==> src/rtl/demux4_sched.sv <==
// demux4_sched: single-word 1-to-4 demultiplexer with round-robin or addressed dispatch and timeouts
module demux4_sched #(
  parameter int WIDTH   = 8,
  parameter int TIMEOUT = 16
) (
  input  logic             clk,
  input  logic             rst_n,
  input  logic             e,
  input  logic             mode,
  input  logic [3:0]       ch_en,
  input  logic [WIDTH-1:0] x,
  input  logic [1:0]       s,
  input  logic             in_valid,
  output logic             in_ready,
  output logic [WIDTH-1:0] y,
  output logic [3:0]       out_valid,
  input  logic [3:0]       out_ready,
  output logic             busy,
  output logic             err,
  output logic [15:0]      xfer_cnt,
  output logic [7:0]       drop_cnt
);
  typedef enum logic [1:0] {IDLE, ARB, SEND} state_t;
  state_t           state_q, state_d;
  logic [WIDTH-1:0] pay_q, pay_d;
  logic [1:0]       sel_q, sel_d, ptr_q, ptr_d, pick;
  logic [7:0]       wcnt_q, wcnt_d, drop_q, drop_d, drop_inc;
  logic [15:0]      xfer_q, xfer_d;
  logic             mode_q, mode_d, err_q, err_d, timeout;
  assign in_ready  = rst_n & e & (state_q == IDLE);
  assign y         = pay_q;
  assign out_valid = (state_q == SEND) ? 4'b0001 << sel_q : 4'b0000;
  assign busy      = state_q != IDLE;
  assign err       = err_q;
  assign xfer_cnt  = xfer_q;
  assign drop_cnt  = drop_q;
  assign timeout   = wcnt_q == 8'(TIMEOUT - 1);
  assign drop_inc  = drop_q + 8'(drop_q != 8'hff);
  // first enabled channel at or after the rotation pointer; lower offsets override higher ones
  always_comb begin
    pick = ptr_q;
    for (int i = 3; i >= 0; i--)
      if (ch_en[ptr_q + 2'(i)]) pick = ptr_q + 2'(i);
  end
  // next-state, capture, counters and err pulse
  always_comb begin
    state_d = state_q;
    pay_d   = pay_q;
    sel_d   = sel_q;
    ptr_d   = ptr_q;
    wcnt_d  = wcnt_q;
    mode_d  = mode_q;
    err_d   = 1'b0;
    xfer_d  = xfer_q;
    drop_d  = drop_q;
    case (state_q)
      IDLE: if (in_valid && in_ready) begin
        pay_d   = x;
        sel_d   = s;
        state_d = ARB;
      end
      ARB: if (mode) begin
        if (ch_en[sel_q]) begin
          state_d = SEND;
          wcnt_d  = '0;
          mode_d  = 1'b1;
        end else begin
          state_d = IDLE;
          err_d   = 1'b1;
          drop_d  = drop_inc;
        end
      end else if (|ch_en) begin
        sel_d   = pick;
        state_d = SEND;
        wcnt_d  = '0;
        mode_d  = 1'b0;
      end
      SEND: if (out_ready[sel_q]) begin
        state_d = IDLE;
        xfer_d  = xfer_q + 16'd1;
        ptr_d   = mode_q ? ptr_q : sel_q + 2'd1;
      end else if (timeout) begin
        state_d = mode_q ? IDLE : ARB;
        ptr_d   = mode_q ? ptr_q : sel_q + 2'd1;
        err_d   = mode_q;
        drop_d  = mode_q ? drop_inc : drop_q;
      end else begin
        wcnt_d = wcnt_q + 8'd1;
      end
      default: state_d = IDLE;
    endcase
  end
  // state register with synchronous active-low reset
  always_ff @(posedge clk) begin
    if (!rst_n) begin
      state_q <= IDLE;
      pay_q   <= '0;
      sel_q   <= '0;
      ptr_q   <= '0;
      wcnt_q  <= '0;
      mode_q  <= 1'b0;
      err_q   <= 1'b0;
      xfer_q  <= '0;
      drop_q  <= '0;
    end else begin
      state_q <= state_d;
      pay_q   <= pay_d;
      sel_q   <= sel_d;
      ptr_q   <= ptr_d;
      wcnt_q  <= wcnt_d;
      mode_q  <= mode_d;
      err_q   <= err_d;
      xfer_q  <= xfer_d;
      drop_q  <= drop_d;
    end
  end
endmodule

==> config.mk <==
export PLATFORM = sky130hd
export DESIGN_NAME = demux4_sched
export DESIGN_NICKNAME = d
export VERILOG_FILES = /design/src/rtl/demux4_sched.sv
export SDC_FILE = /design/constraint.sdc
export NUM_CORES = 1
export LEC_CHECK = 0
export ABC_CLOCK_PERIOD_IN_PS = 3610
export BUFFER_PORTS_ARGS = -buffer_cell sky130_fd_sc_hd__clkbuf_2
export CAP_MARGIN = 30
export CORE_MARGIN = 4
export CORE_UTILIZATION = 45
export CTS_CLUSTER_DIAMETER = 50
export CTS_CLUSTER_SIZE = 30
export DETAILED_ROUTE_END_ITERATION = 12
export HOLD_SLACK_MARGIN = 0.06
export PLACE_DENSITY_LB_ADDON = 0.05
export SETUP_SLACK_MARGIN = 0.02
export SLEW_MARGIN = 30
export SYNTH_ARGS = -nofsm -noshare
export SYNTH_HDL_FRONTEND = slang
export SYNTH_SLANG_ARGS = --single-unit
==> constraint.sdc <==
create_clock -name clk -period 3.61 [get_ports clk]
set_input_delay 0.722 -clock clk [delete_from_list [all_inputs] [get_ports clk]]
set_output_delay 0.722 -clock clk [all_outputs]
set_load 0.02 [all_outputs]
==> run metrics <==
worst min-delay path class reg2reg; met3 GRT Util 4.555%; slew of the pin with the lowest slew margin 0.6673 ns; fin cells 429; Routed WL per cell 13.19 um; Cell Area, Placed about 2800 um^2; Synth Register Bits 48; adder-cell area share of the yosys netlist 6.015%; Fill cells 496; cts bufs inserted 5; drt pass-1 iters 4; Final setup viols 0; Placed Cells 421; # H-tree levels 2; Synth Area in Compound Gates around 15%; diodes inserted 0; worst reg-to-reg path cell count 5; Placer Congestion about 0.8; met1 Track Usage GR 23.34%; setup repair bufs after CTS 0; Worst Path Arrival 2.98 ns; Storage cell area between 900 and 1000 um^2; Mapped Avg Cell Area between 8 and 9 um^2; max_cap viols 0; CP Capture Point drop_cnt[6]; Critical Path Start sel_q[0]; worst skew pair latency 0.31 ns; post-cts resize count 0; period utilisation layout 77.06%; GRT Util Overall between 10% and 20%; Die W slightly above 80 um; Mapped Cells ~300; DRC Markers 0; area leader, netlist dfxtp_1; FMAX 359.5 MHz; Slew Limit Headroom 55.45%; clock tree sinks 48; layout cell share with drive strength beyond 1 about 22%; Initial Util between 40% and 50%; largest net degree at the start of global routing 38; Design Power 1.435 mW; dpl hpwl 4.059 mm; worst-case clock buffer depth 2; I/O Pins 62; CTS tree done; simple-gate share of the synthesized area about 27%; Synth async-reset ratio 0%; Post-Syn Nets ~340; Mapped Area roughly 2500 um^2; Synth top area share 38.50%; setup ws final 0.8280 ns; total number of vias around 2300; Min Hold Slack 0.4567 ns; CTS clock-pin slew for the worst setup and hold paths 0.10 ns; status complete, no violations; Synth Area in XOR/XNOR a little under 6%; P&R area growth vs syn 18.65%; Final ANT Viol Nets 0; Startpoint Class flip-flop; yosys synthesis warning count 0; dominant synthesized flop cell dfxtp_1; grt peak-use layer met2; via/cell ratio 5.282; Remaining Overflow, GRT 0; crit end category flip-flop; Core Region 5238 um^2; initial antenna violation count 0; Synth area leaders dfxtp_1 (38%), nand2_1 (6.3%), ha_1 (6.0%); vias in the first global route ~2100; met2 Resource Use GR between 20 and 30%; min-delay src y[0]; number of port buffers 61; Worst Setup Path Type reg2reg; Layout Utilization between 50% and 60%; reg2reg setup slack about 0.83 ns; unrepaired setup endpoints after global routing no; Total Wirelength 5.659 mm; cts hold-fix bufs 0; final hold vios 0; post-route cell area 2962 um^2; register area share after synthesis about 38%; crit path time final about 2.8 ns; leading cell types in the layout, fill and taps excluded clkbuf_2 (61), dfxtp_1 (48), nand2_1 (42); first-pass GRT wire length roughly 9.5 mm; CP required 3.81 ns; CP Max Fanout 11; multiplexer area fraction after synthesis roughly 3.8%; DR iter-0 viols 112; RR Startpoint sel_q[0]; P_leak around 1.2 nW; Fin Setup TNS 0 ns; die area around 7000 um^2; Fin Clk Skew 0.01111 ns; RR Endpoint drop_cnt[6]; Final nets 393; CTS root buffer clkbuf_8; area occupied by multi-input gates 1440 um^2; Die Height between 80 and 90 um; most common cell after layout, fill and taps aside clkbuf_2; Cell Pwr Density between 400 and 500 nW/um^2; Final Slew Violations 0; site row count 26; Post-synth EDFFs 0; Place WS 0.5781 ns; main combinational cell family by area after synthesis simple AND/OR/NAND/NOR gates; Netlist cell types 47; Peak VDD IR approximately 0.28 mV
==> per-layer routing <==
layer / vias up / share of wire, % / routed length (um)
li1: 1182 / - / -
met1: 1029 / 48 / 2723
met2: 49 / 45 / 2553
met3: 6 / 5.7 / 322
met4: 0 / 1.1 / 60
met5: - / 0 / 0
==> sequential cells by signal (all words and copies together), names as in the netlist <==
name,flops
wcnt_q,8
xfer_cnt,16
sel_q,2
mode_q,1
y,8
drop_cnt,8
state_q,2
err,1
ptr_q,2
==> Yosys cell counts (2+ instances only) <==
cell / n
clkbuf_1: 11
ha_1: 12
or4_1: 4
nor2_1: 27
o32ai_1: 4
and3_1: 3
nor4_1: 5
nand4_1: 9
xnor2_1: 5
o21a_1: 5
dfxtp_1: 48
nand3_1: 17
nand2b_1: 2
xor2_1: 12
o31ai_1: 3
a211oi_1: 2
nand2_1: 42
a21oi_1: 18
and4_1: 4
nor3_1: 7
or2_2: 3
mux4_2: 2
inv_1: 10
o21ai_0: 11
and2_1: 6
nor2b_1: 3
o311ai_0: 2
mux2i_1: 5
a21boi_0: 2
==> critical path, cell delays in order (launching register included) <==
cell and delay [ns]:
dfxtp_1 0.48, mux4_2 0.67, o41a_1 0.54, or3b_1 0.50, o31a_1 0.31, o21a_1 0.18
==> layout make-up <==
cell class                      count  area share (%)
Multi-Input combinational cell    229           48.63
Sequential cell                    48           32.45
Timing Repair Buffer               62           10.56
Tap cell                           70           2.957
Clock buffer                        5           2.324
Clock inverter                      3           1.563
Inverter                           12           1.521
==> power by group <==
| part | internal (mW) | switching [mW] | leakage [nW] |
|---|---|---|---|
| registers | 0.560 | 0.0370 | 0.388 |
| logic | 0.164 | 0.274 | 0.766 |
| clock network | 0.209 | 0.191 | 0.0548 |
| total | 0.933 | 0.502 | 1.21 |
==> worst min path at each step <==
stage	depth (start not counted)	slack (ns)	end
floorplan	1	0.46	wcnt_q[2]
global placement	2	0.44	y[6]
detailed placement	2	0.45	y[6]
CTS	2	0.46	y[6]
global route	2	0.48	y[6]
finish	2	0.46	y[0]
==> cells by family (layout without fill, tap and decap cells) <==
group	after synthesis	in the layout
AOI/OAI and AO/OA	56	56
xor gates and xnor gates	17	17
adders and majority gates	12	12
buffers and inverters	25	82
DFF	48	48
muxes	7	7
and+or+nand+nor	137	137
(Power assumes the default switching activity.)
